### config.mk
export PLATFORM = sky130hd
export DESIGN_NAME = demux1_to_4
export DESIGN_NICKNAME = d
export VERILOG_FILES = /design/src/rtl/demux1_to_4.sv
export SDC_FILE = /design/constraint.sdc
export NUM_CORES = 1
export LEC_CHECK = 0
export ABC_AREA = 1
export BUFFER_PORTS_ARGS = -buffer_cell sky130_fd_sc_hd__buf_2
export CAP_MARGIN = 20
export CORE_MARGIN = 2
export CORE_UTILIZATION = 35
export CTS_BUF_LIST = sky130_fd_sc_hd__clkbuf_2
export CTS_CLUSTER_SIZE = 8
export DETAILED_ROUTE_END_ITERATION = 8
export PLACE_DENSITY_LB_ADDON = 0.3
export SLEW_MARGIN = 25
export SYNTH_ARGS = -nofsm -noshare
export SYNTH_HDL_FRONTEND = slang
export SYNTH_SLANG_ARGS = --single-unit
### constraint.sdc
create_clock -name clk -period 1.8 [get_ports clk]
set_clock_uncertainty 0.15 [all_clocks]
set_input_delay 0.45 -clock clk [delete_from_list [all_inputs] [get_ports clk]]
set_output_delay 0.45 -clock clk [all_outputs]
set_load 0.005 [all_outputs]
### src/rtl/demux1_to_4.sv
// demux1_to_4: routes one source word stream to four independent output
// channels. Each channel has a single holding register with a full flag.
// A channel accepts a new word when it is empty or when its sink drains it
// in the same cycle, so a streaming channel sustains one word per cycle.
//
// Build option: define DEMUX_ROTATE_EN to ignore s and pick the destination
// with an internal round-robin pointer (0,1,2,3,0,...) that advances on each
// accept. Without the macro the destination is taken directly from s.
module demux1_to_4 #(
  parameter int WIDTH = 8
) (
  input  logic               clk,
  input  logic               rst_n,
  input  logic [WIDTH-1:0]   in_data,
  input  logic               in_valid,
  output logic               in_ready,
  input  logic [1:0]         s,
  output logic [4*WIDTH-1:0] out_data,
  output logic [3:0]         out_valid,
  input  logic [3:0]         out_ready
);

  logic [3:0][WIDTH-1:0] data_q, data_d;
  logic [3:0]            full_q, full_d;
  logic [1:0]            dest;
  logic                  accept;

`ifdef DEMUX_ROTATE_EN
  logic [1:0] ptr_q, ptr_d;
  logic       unused_s;

  // s has no role when the pointer chooses the destination.
  assign unused_s = ^s;
  assign dest     = ptr_q;

  // Round-robin pointer: advance after every accept, wrap 3 -> 0 naturally.
  always_comb begin
    ptr_d = ptr_q;
    if (accept) begin
      ptr_d = ptr_q + 2'd1;
    end
  end

  // Pointer register, cleared asynchronously with the channels.
  always_ff @(posedge clk or negedge rst_n) begin
    if (!rst_n) begin
      ptr_q <= 2'd0;
    end else begin
      ptr_q <= ptr_d;
    end
  end
`else
  assign dest = s;
`endif

  // Ready looks only at the destination channel and its sink, never at in_valid.
  assign in_ready  = !full_q[dest] || out_ready[dest];
  assign accept    = in_valid && in_ready;
  assign out_valid = full_q;
  assign out_data  = data_q;

  // Next state: drains clear full flags, an accept loads only the destination.
  always_comb begin
    full_d = full_q;
    data_d = data_q;
    for (int k = 0; k < 4; k++) begin
      if (full_q[k] && out_ready[k]) begin
        full_d[k] = 1'b0;
      end
    end
    if (accept) begin
      full_d[dest] = 1'b1;
      data_d[dest] = in_data;
    end
  end

  // Channel holding registers; reset discards every held word immediately.
  always_ff @(posedge clk or negedge rst_n) begin
    if (!rst_n) begin
      full_q <= 4'b0000;
      data_q <= '0;
    end else begin
      full_q <= full_d;
      data_q <= data_d;
    end
  end

endmodule

### Word-level counts from Yosys, hierarchy flattened

Cells that the tools add are included.

* flip-flop bits (word level): 36
* latch bits: 0
* RAM bits: 0
* bits in read-only memories: 0
* bits of input ports: 17
* output and inout port bits: 37
* memories: 0

* $add $sub $neg: 0
* multiply operators: 0
* divide/modulo/power cells: 0
* magnitude comparators: 2
* eq/ne operators: 0
* shift operators: 0
* multiplexer cells: 14
* bitwise operators: 1
* reduce and logical (&&, ||, !) cells: 8

Operators by type and width (number)
* bitwise mux 32 bit: 1
* demux 8 bit (select 2 bit): 1
* 2-to-1 mux 8 bit: 1
* 2-to-1 mux 1 bit: 7
* logical AND 1 bit: 6
* binary-select mux 1 bit (select 2 bit): 2
* 2-to-1 mux 4 bit: 1
* OR 4 bit: 1
* less-than comparator 2 x 3 -> 1 bit (second input constant): 1
* demux 1 bit (select 2 bit): 1
* >= comparator 2 x 1 -> 1 bit (second input constant): 1
* logical NOT 1 bit: 1
* logical OR 1 bit: 1

### Longest topological paths before layout

Gate-level depths: netlist of run 1.

* depth in word-level cells: 6
* depth in mapped cells: 10
* depth with buffers taken out: 9

### Worst setup path before layout of run 1

Ideal clock, no wire load.

* path kind: input port to output port
* start point: input port s[0]
* end point: output port in_ready
* data arrival time: 1163 ps
* data required time: 1200 ps
* path slack: 37 ps
* stages: 7
* cells stage by stage: buf_6 > nor2_8 > nand2_2 > nand2_2 > nor2_4 > nand2_8 > buf_8

* cells in the longest elaborated chain, start to end: 4
* elaborated cells on any way between the ends: 6
* those cells by class: 4 x mux; 2 x reduce/logical

RTL lines
* start: declaration: RTL line 17 `input logic [1:0] s,`
* binary-select mux 1 bit (select 2 bit): RTL line 57 `assign in_ready = !full_q[dest] || out_ready[dest];`
* 2-to-1 mux 1 bit (implied by the code): RTL line 57
* logical NOT 1 bit: RTL line 57
* logical OR 1 bit (*): RTL line 57
* end: declaration: RTL line 16 `output logic in_ready,`

Every way passes the cells marked *; elsewhere a longest branch is shown, timed or not. The select of a mux whose other input is x is not followed.

### Worst setup path after layout of run 1

* start point: register full_q[3], in the netlist out_valid[3]
* end point: output port in_ready

* cells in the longest elaborated chain, start to end: 4

RTL lines
* start: declaration: RTL line 24 `logic [3:0] full_q, full_d;`
* start signal: assignment: RTL line 83 `full_q <= full_d;`
* binary-select mux 1 bit (select 2 bit): RTL line 57
* 2-to-1 mux 1 bit (implied by the code): RTL line 57
* logical NOT 1 bit: RTL line 57
* logical OR 1 bit: RTL line 57

No other way between the ends. The select of a mux whose other input is x is not followed.

==> impl.org, run 1 <==
** Timing
- Pins over their slew limit :: 0
- RSZ-0062 raised after global routing :: true
- Transition at the pin with the smallest max-transition slack :: 0.474 ns
- Setup violations remaining at the end of the flow were counted as 1.
- Measured against its own limit, the worst slew margin works out to 68.4%.
- Final Critical Period :: 1.84 ns
- FMAX :: 0.544 GHz
- The hold violation count in the final report came to 0.
- Crit share post-route :: 102%
- Setup ws final :: -0.0390 ns

** Worst setup path
- Tracing the worst setup path back leads to its startpoint at out_valid[3].
- Setup slack on the worst reg-to-reg path comes out at 0.24 ns.
- Start of the worst register-to-register path :: out_valid[3]
- Endpoint of the worst setup timing path :: in_ready
- Data on the critical path is required at its endpoint by 1.20 ns.
- Worst path arrival time :: 1.24 ns
- The worst register-to-register path ends at out_data[30].
- Counting cells, the worst reg-to-reg path comes to 10.
- Critical Path Start Type :: flip-flop
- In this run the worst path has a maximum fanout of 2.
- By startpoint and endpoint, the worst setup path is classified as flip-flop to output pin.
- STA classifies the critical path endpoint as an output pin.

** Placement
- Area after DPL :: 0.00212 sq mm
- Number of buffer cells added on primary ports :: 53
- Final GP Congestion :: 0.798
- Post-Place Worst Slack :: -0.0480 ns
- Half-perimeter wire length of the detailed placement result :: 3160 um
- Number of placed instances with taps included :: 292

** Global route
- Largest net degree at the start of global routing :: 22
- Initial antenna violation count :: 0
- GRT Util Overall :: 17.6%
- Global-route wire length before repair :: 7040 um
- Vias in the first global route :: 1,400
- The total overflow left after global routing is 0.

** Outcome
- Violations in the final reports :: negative setup slack
- Status :: complete, but fails checks

** Clocking
- Number of buffers created by CTS :: 5
- Max Buffers Root-to-Sink :: 2
- CTS tree :: done
- Root buffer cell :: sky130_fd_sc_hd__clkbuf_2
- Clk sinks :: 36
- The clock tree synthesis step divided the H-tree into 2 levels.
- Worst skew pair latency :: 0.38 ns
- Clock-pin slew was measured on the worst setup and hold paths at 0.18 ns.

** Layout
- Fraction of layout instances using a drive strength above 1 :: 39.0%
- The final layout contains 268 nets.
- The finished layout holds 305 standard cells, fillers aside.
- Post-layout utilization of the core :: 47.0%
- The number of antenna diodes in the final layout is 0.
- Post-route cell area :: 0.00221 sq mm
- Relative to the synthesized area, the layout overhead comes to 30.2%.

** Synthesis
- For this run, asynchronously set or reset flops after synthesis account for 100%.
- Synthesized cell area :: 0.00170 sq mm
- Mapped Nets :: 194
- The synthesized design contains 0 enable-type register cells.
- Synth cell types :: 19
- A synthesized cell averages 9.58 sq um.
- Post-synthesis sequential element count :: 36
- After technology mapping, the gate count stands at 177.
- For this run, the number of Yosys warnings is 0.
- Among all flip-flop cells after synthesis, the most frequent one is sky130_fd_sc_hd__dfrtp_1.
- Sequential cells were found to cover 53.1% of the synthesized design area.

** Detailed routing
- Residual DRC count :: 0
- The detailed router placed 1,498 vias in this run.
- Routed wl met3 :: 333 um
- In the detailed route, the total length drawn on met2 is 1900 um.
- Using the TritonRoute via totals, the vias-per-cell ratio works out to 4.91.
- Wirelength per Cell :: 14.1 um
- Final routed wirelength across all metal layers :: 4300 um
- The first routing iteration left 54 violations.
- Top routing layer used :: met4
- The first detailed-routing pass took 4 iterations.
- In the final routing, the length of wire on met1 measures 2000 um.
- Once detail routing completed, the nets flagged for antenna violations numbered 0.

** Floorplanning
- The die covers 0.00542 sq mm.
- Width of the die :: 73.6 um
- The total area inside the core boundary comes to 0.00469 sq mm.
- Total I/O pin count :: 54
- For this configuration, the core starts out at a cell density of 36.1%.
- From bottom edge to top edge, the die measures 73.6 um.
- In this run the core area contains 25 standard-cell rows.

** Pwr
- The worst-case IR drop observed on VDD is 0.502 mV.
- Power density over the cells :: 872 mW/mm^2
- The analysis attributes to cell leakage a power of 1.22 nW.

** Run
- Max-Cap Viols :: 0

** Min path
- The min-delay analysis places its worst path in the category primary input to flip-flop.
## flip-flops by register name, summed over array words and instances, names as in the netlist
signal	cells
out_data	32
out_valid	4
## layout make-up
| class | instances | area (sq um) |
|---|---|---|
| Multi-Input combinational cell | 125 | 678 |
| Clock buffer | 6 | 30.0 |
| Fill cell | 475 | 2480 |
| Clock inverter | 1 | 5.00 |
| Sequential cell | 36 | 901 |
| Inverter | 7 | 28.8 |
| Tap cell | 54 | 67.6 |
| Timing Repair Buffer | 76 | 497 |
## critical path: stages, from the launching register on
cell and delay (ns):
sky130_fd_sc_hd__dfrtp_1 0.39, sky130_fd_sc_hd__nand2_1 0.06, sky130_fd_sc_hd__nand2_1 0.06, sky130_fd_sc_hd__nand2_1 0.05, sky130_fd_sc_hd__nand2_2 0.12, sky130_fd_sc_hd__nand2_8 0.06
sky130_fd_sc_hd__buf_6 0.11
## Yosys cell counts (2+ instances only)
library cell,count,share of area [%]
sky130_fd_sc_hd__buf_2,4,1.2
sky130_fd_sc_hd__buf_6,2,1.3
sky130_fd_sc_hd__buf_8,3,2.7
sky130_fd_sc_hd__dfrtp_1,36,53
sky130_fd_sc_hd__inv_1,4,0.89
sky130_fd_sc_hd__nand2_1,73,16
sky130_fd_sc_hd__nand2_2,4,1.5
sky130_fd_sc_hd__nand3_1,2,0.59
sky130_fd_sc_hd__nand3_4,4,4.1
sky130_fd_sc_hd__nand4_1,32,12
sky130_fd_sc_hd__nor2_4,2,1.3
sky130_fd_sc_hd__o21ai_1,4,1.2
## layer usage
| metal | global-route usage, % | vias up |
|---|---|---|
| met5 | 0 | - |
| met4 | 6.06 | 0 |
| met3 | 5.62 | 6 |
| met2 | 24.9 | 58 |
| met1 | 25.5 | 686 |
| li1 | - | 748 |
## cells by family after synthesis
logic type / share of synthesized area [%]
compound gates: 1.18
buf+inv: 6.86
simple gates: 38.8
flops: 53.1
## repair_timing
item / CTS / global route
hold endpoints to repair: 17 / 0
pin swaps: 4 / 2
gates cloned: 0 / 0
setup endpoints to repair: 1 / 1
gates resized for setup: 1 / 0
hold buffers: 1 / 0
setup buffers: 5 / 0
## worst min path at each step
stage | startpoint | to | slack [ns] | cells after the start
floorplan | rst_n | out_data[0] | 0.004 | 0
global placement | rst_n | out_valid[1] | 0.28 | 1
detailed placement | rst_n | out_valid[1] | 0.28 | 1
CTS | out_ready[1] | out_valid[1] | 0.04 | 2
global route | out_ready[3] | out_valid[3] | 0.05 | 2
finish | out_ready[1] | out_valid[1] | 0.07 | 2
## cells in the final DEF, fill, tap and decap left out
cell / n
sky130_fd_sc_hd__nand3_4: 4
sky130_fd_sc_hd__nand3_1: 2
sky130_fd_sc_hd__clkinv_2: 1
sky130_fd_sc_hd__inv_1: 4
sky130_fd_sc_hd__inv_4: 1
sky130_fd_sc_hd__nor2_2: 1
sky130_fd_sc_hd__nand2_2: 4
sky130_fd_sc_hd__o21ai_1: 4
sky130_fd_sc_hd__buf_2: 52
sky130_fd_sc_hd__nor2_4: 2
sky130_fd_sc_hd__clkbuf_2: 6
sky130_fd_sc_hd__nand2_1: 73
sky130_fd_sc_hd__buf_6: 1
sky130_fd_sc_hd__nand2_8: 1
sky130_fd_sc_hd__nand3_2: 1
sky130_fd_sc_hd__nor2_8: 1
sky130_fd_sc_hd__clkinv_1: 1
sky130_fd_sc_hd__buf_12: 4
sky130_fd_sc_hd__buf_4: 18
sky130_fd_sc_hd__dlygate4sd3_1: 1
sky130_fd_sc_hd__nand4_1: 32
sky130_fd_sc_hd__dfrtp_1: 36
sky130_fd_sc_hd__inv_2: 1
## metrics by stage
stage | hold slack [ns] | power [mW] | setup TNS, ns
final | 0.0745 | 1.92 | -0.0390
after global routing | 0.0508 | 2.07 | -0.140
after CTS | 0.0438 | 1.95 | -0.0724
after detailed placement | 0.277 | 1.58 | -0.0480
after global placement | 0.275 | 1.57 | -0.0266
after floorplan | 0.00441 | 1.30 | 0
## power breakdown
part / internal [mW] / switching (mW) / leakage, nW / total, mW
combinational: 0.254 / 0.278 / 0.735 / 0.531
clock: 0.0927 / 0.263 / 0.0288 / 0.356
sequential: 0.959 / 0.0783 / 0.452 / 1.04
No activity file was read; power rests on OpenSTA's default activity.
==> run 2: changes to the inputs <==
Settings changed: CTS_BUF_LIST sky130_fd_sc_hd__clkbuf_2 to sky130_fd_sc_hd__clkbuf_8 sky130_fd_sc_hd__clkbuf_16.
==> impl.org, run 2 (synthesis gave the netlist of run 1 again) <==
** Outcome
- Status :: completed

** Placement
- In this run the cell area measured after placement is 0.00212 sq mm.
- Buffers placed on the I/O ports in this run total 53.
- Counting tap cells, the placed design contains a total of 292 instances.
- Final GP Congestion :: 0.798
- Half-perimeter wire length of the detailed placement result :: 3160 um
- Timing analysis after detailed placement gives a worst setup slack of -0.0480 ns.

** Worst setup path
- Stage delay of the slowest cell on the critical path :: 0.41 ns
- Maximum fanout encountered on the critical timing path :: 3
- The most numerous cell type found on the critical path is sky130_fd_sc_hd__nand2_1.
- Traced cell by cell, the critical path runs through nand2_1 > nand2_1 > nand2_1 > nand2_2 > nand2_8 > buf_6.
- Critical Path Start Type :: flip-flop
- Worst r2r path cells :: 11
- Across all register-to-register paths, the minimum setup slack is 0.15 ns.
- Setup Crit Path Kind :: flip-flop to output pin
- Critical Path Slowest Stage Cell :: sky130_fd_sc_hd__dfrtp_1
- Start of the worst register-to-register path :: out_valid[2]
- For the worst setup path, the data arrival time is 1.12 ns.
- WP data required :: 1.20 ns
- In this run the critical register-to-register path is captured at out_data[25].
- The worst setup path is captured at an output pin.

** Pwr
- Worst IR Drop VDD :: 0.343 mV
- Static Leak :: 1.25 nW
- The completed layout was analyzed and its total power is 2.11 mW.
- Power density over the cells :: 927 mW/mm^2

** Layout
- Final net count :: 270
- The register with the most flip-flops in the layout has 32 of them.
- The layout has 466 filler cells.
- The top cell types in the final layout, fill and taps aside, are 73 x sky130_fd_sc_hd__nand2_1, 50 x sky130_fd_sc_hd__buf_2, 36 x sky130_fd_sc_hd__dfrtp_1.
- Final instance count without filler cells :: 307
- The finished cells cover 0.00228 sq mm.
- Most frequent standard cell in the layout excluding fill and tap cells :: sky130_fd_sc_hd__nand2_1
- The area growth from synthesis to layout is 34.3%.
- Fraction of layout instances using a drive strength above 1 :: 39.1%
- The number of antenna diodes in the final layout is 0.
- Summing all flip-flop and latch instances after layout gives 901 sq um.
- Post-layout utilization of the core :: 48.5%
- Summing all multi-input logic gate instances after layout gives 678 sq um.

** Timing
- Endpoints failing hold :: 0
- Pins over their slew limit :: 0
- Relative slew slack :: 67.8%
- FMAX :: 0.580 GHz
- Final-layout worst hold slack :: 0.197 ns
- Final Setup Violations :: 0
- Final Critical Period :: 1.72 ns
- Setup repair after global routing left no endpoint under its margin.
- Setup slack on the critical path of the routed design comes to 0.0771 ns.
- At the pin with the least slew margin, the transition time is 0.483 ns.
- Total negative slack :: 0 ns
- Crit share post-route :: 95.7%

** Min path
- Cell count of the worst hold path :: 2
- End point of the worst hold path :: out_valid[1]
- Type of the worst min-delay path :: primary input to flip-flop
- Worst hold start :: out_ready[1]

** Global route
- Remaining global-route overflow :: 0
- Largest net degree at the start of global routing :: 22
- The number of antenna violations at the first check in global routing is 0.
- The first global-routing pass estimated 6960 um of wire.
- Vias in the first global route :: 1,402
- GRT Util Overall :: 17.2%

** Clocking
- Clk sinks :: 36
- The later pin in the worst-skew pair is clocked with a latency of 0.28 ns.
- Number of buffers created by CTS :: 5
- TritonCTS built the clock tree.
- The H-tree generated during clock tree synthesis spans 2 levels.
- CTS placed an instance of sky130_fd_sc_hd__clkbuf_8 at the clock tree root.
- Clock transition at path regs :: 0.07 ns
- Max Buffers Root-to-Sink :: 2

** Floorplanning
- The region available for standard cell placement spans 0.00469 sq mm.
- The floorplan step set the die width to 73.6 um.
- Floorplan die area :: 0.00542 sq mm
- Die span in y :: 73.6 um
- The floorplan has 25 rows.
- For this configuration, the core starts out at a cell density of 36.1%.
- Total I/O pin count :: 54

** Detailed routing
- Final routed wirelength across all metal layers :: 4330 um
- The first detailed-routing pass ran for 4 iterations.
- Residual DRC count :: 0
- Using the TritonRoute via totals, the vias-per-cell ratio works out to 4.90.
- The routed layout has 1,504 vias.
- Number of DRC markers in iteration 0 :: 71
- The detail route stage leaves a number of antenna-violating nets equal to 0.
- Wirelength per Cell :: 14.1 um

** Run
- Across the run, the number of max-cap violations was 0.
-- run 2: cell count changes in the layout (fill, tap and decap cells not counted), sizes merged --
cell	previous run	this run
buf	75	77
clkbuf	6	5
inv	6	7
-- run 2: metal layers --
layer / vias to the layer above / GRT usage (%) / share of wire, %
li1: 748 / - / -
met1: 701 / 25.2 / 47
met2: 53 / 24.8 / 46
met3: 2 / 5.21 / 6.4
met4: 0 / 4.24 / 0.39
met5: - / 0 / 0
-- run 2: worst max path at each step --
stage,start,end
after floorplan,s[0],in_ready
after global placement,s[0],in_ready
after detailed placement,s[0],in_ready
after CTS,out_valid[2],in_ready
after global routing,out_valid[1],in_ready
final,out_valid[2],in_ready
-- run 2: cell type report --
cell class	instances	share of cell area, %
clock buffers	5	3.02
clock inverters	2	0.385
inverters	7	1.26
multi-input cells	125	29.8
flip-flops and latches	36	39.6
well taps	54	2.97
repair buffers	78	23.0
-- run 2: timing repair --
item,4_1_cts,5_1_grt
resized for setup,2,3
endpoints found under the hold margin,17,0
pin swaps,0,5
buffers inserted,0,7
hold buffers,1,0
setup endpoints to repair,1,1
-- run 2: worst max-delay path, delay by kind of cell (launching register included) --
kind,cells,cell delay [ns]
flops,1,0.41
simple gates,5,0.35
buf+inv,1,0.09
-- run 2: power by group --
part           switching (mW)  leakage (nW)  total [mW]  internal, mW
Sequential             0.0800         0.452        1.04         0.961
Clock                   0.274        0.0452       0.531         0.257
Combinational           0.278         0.748       0.539         0.261
Total                   0.632          1.25        2.11          1.48
==> run 3: changes to the inputs <==
==> constraint.sdc (replaced) <==
create_clock -name clk -period 1.8 [get_ports clk]
set_clock_uncertainty 0.15 [all_clocks]
set_input_delay 0.18 -clock clk [delete_from_list [all_inputs] [get_ports clk]]
set_output_delay 0.18 -clock clk [all_outputs]
set_load 0.005 [all_outputs]
==> impl.org, run 3 (synthesis gave the netlist of run 1 again) <==
** Outcome
- Status :: completed

** Floorplanning
- Floorplan die area :: 0.00542 sq mm
- Total I/O pin count :: 54
- The total area inside the core boundary comes to 0.00469 sq mm.
- For this configuration, the core starts out at a cell density of 36.1%.
- The floorplan has 25 rows.
- The die is 73.6 um tall.
- Width of the die :: 73.6 um

** Placement
- Post-Place Worst Slack :: 0.208 ns
- Number of buffer cells added on primary ports :: 53
- Area after DPL :: 0.00198 sq mm
- Half-perimeter wire length of the detailed placement result :: 3000 um
- In this run, placement finished with an instance count of 279.
- Routability-driven placement finished with a final weighted congestion of 0.734.

** Detailed routing
- First-pass DRT Iterations :: 4
- Routed via count divided by cell count :: 5.01
- After detailed routing, the number of remaining DRC violations is 0.
- Wirelength per Cell :: 14.2 um
- Number of DRC markers in iteration 0 :: 47
- Final routed wirelength across all metal layers :: 4140 um
- The detail route stage leaves a number of antenna-violating nets equal to 0.
- Detailed routing inserted a total of 1,458 vias.

** Run
- The tool flagged a number of max-cap violations equal to 0.

** Timing
- Pins over their slew limit :: 0
- Crit share post-route :: 94.8%
- Transition at the pin with the smallest max-transition slack :: 0.486 ns
- Setup ws final :: 0.0939 ns
- Endpoints failing hold :: 0
- The worst path in the final design needs a cycle of 1.71 ns, including I/O delays and setup.
- RSZ-0062 raised after global routing :: false
- After routing, the total negative slack on setup checks comes to 0 ns.
- Hold is met by 0.0501 ns.
- Based on the critical path, the design can be clocked at up to 0.586 GHz.
- Relative slew slack :: 67.6%
- Setup violations remaining at the end of the flow were counted as 0.

** Global route
- Largest net degree at the start of global routing :: 38
- Remaining global-route overflow :: 0
- Global routing used 17.1% of the available tracks across all layers.
- Vias in the first global route :: 1,357
- Global-route wire length before repair :: 6740 um
- Initial antenna violation count :: 0

** Min path
- In this run the worst hold path is classified as primary input to flip-flop.
- Cell count of the worst hold path :: 3
- In this run the most critical hold path is launched from in_data[7].
- End point of the worst hold path :: out_data[15]

** Layout
- From synthesis to final layout, the design area changed by 25.6%.
- The register with the most flip-flops in the layout has 32 of them.
- In the final layout, the share of cells above drive strength 1 is 33.8%.
- For this run, the post-layout net count is 254.
- Top library cells by usage in the layout, fill and taps aside :: 73 x sky130_fd_sc_hd__nand2_1, 53 x sky130_fd_sc_hd__buf_2, 36 x sky130_fd_sc_hd__dfrtp_1
- Final instance count without filler cells :: 291
- Post-layout utilization of the core :: 45.4%
- Most frequent standard cell in the layout excluding fill and tap cells :: sky130_fd_sc_hd__nand2_1
- After routing the design area is 0.00213 sq mm.
- ANT cells :: 0

** Worst setup path
- The number of cells on the worst reg-to-reg path is 8.
- WP data required :: 1.47 ns
- The worst register-to-register path begins at out_valid[0].
- Ordered list of cells on the worst path :: nand2_1 > nand2_1 > nand2_1 > nand2_2 > nand2_8 > buf_2
- Capture point of the worst reg-to-reg path :: out_data[24]
- By instance count, the cell type seen most on the critical path is sky130_fd_sc_hd__nand2_1.
- Critical path capture point type :: output pin
- In this run the register-to-register setup slack is 0.29 ns.
- Worst path arrival time :: 1.38 ns
- Critical Path Start Type :: flip-flop
- The largest individual stage delay along the critical path comes from the cell sky130_fd_sc_hd__dfrtp_1.
- The critical path is of the flip-flop to output pin type.
- The largest single stage delay on the critical path is 0.42 ns.
- Maximum fanout encountered on the critical timing path :: 37

** Clocking
- Number of buffers created by CTS :: 5
- At the later pin of the worst-skew pair, clock insertion delay measures 0.28 ns.
- The H-tree was split into 2 levels.
- Max Buffers Root-to-Sink :: 2
- CTS tree :: done
- Clock-pin slew was measured on the worst setup and hold paths at 0.07 ns.
- Clock tree synthesis found a total of 36 sinks.
- Root buffer cell :: sky130_fd_sc_hd__clkbuf_8
- Post-cts gate resize count :: 0

** Pwr
- Static Leak :: 1.15 nW
- Power density over the cells :: 1000 mW/mm^2
- IR analysis of the VDD net gives a maximum drop of 0.390 mV.
- Overall power consumption after layout is estimated at 2.13 mW.
## run 3: cell types whose count changed in the layout (fill, tap and decap cells not counted), sizes merged
cell / previous run / this run
buf: 77 / 57
clkbuf: 5 / 7
clkinv: 2 / 1
dlygate4sd3: 1 / 5
inv: 7 / 6
## run 3: how the worst max path moves through the flow
stage	from	endpoint	slack (ns)	cells past startpoint
2_1_floorplan	out_valid[3]	out_data[16]	0.54	8
3_3_place_gp	s[0]	out_data[24]	0.23	10
3_5_place_dp	s[0]	out_data[29]	0.21	10
4_1_cts	out_valid[0]	in_ready	0.08	6
5_1_grt	out_valid[3]	in_ready	0.02	6
6_report	out_valid[0]	in_ready	0.09	6
## run 3: timing repair
| item | 4_1_cts | 5_1_grt |
|---|---|---|
| hold buffers | 5 | 0 |
| buffers inserted | 0 | 0 |
| endpoints found under the hold margin | 20 | 0 |
## run 3: layer usage
metal / vias up / routed length [um] / track usage [%]
li1: 723 / - / -
met1: 684 / 2030 / 23.5
met2: 44 / 1770 / 24.5
met3: 7 / 251 / 6.04
met4: 0 / 81 / 6.67
met5: - / 0 / 0
## run 3: final cells by class
cell class                 count  area, sq um
clock buffer                   7         96.3
inverter                       7         28.8
multi-input combinational    125          678
sequential                    36          901
tap                           54         67.6
timing repair buffer          62          358
fill                         480         2560
## run 3: report_power, final
group,switching (mW),leakage (nW),internal [mW]
clock,0.271,0.0503,0.341
combinational,0.263,0.646,0.212
sequential,0.0870,0.452,0.961
total,0.621,1.15,1.51
## run 3: worst max-delay path, delay by kind of cell (launching register included)
family	cells	cell delay (ns)
and+or+nand+nor	5	0.50
DFF	1	0.42
buffers and inverters	1	0.17
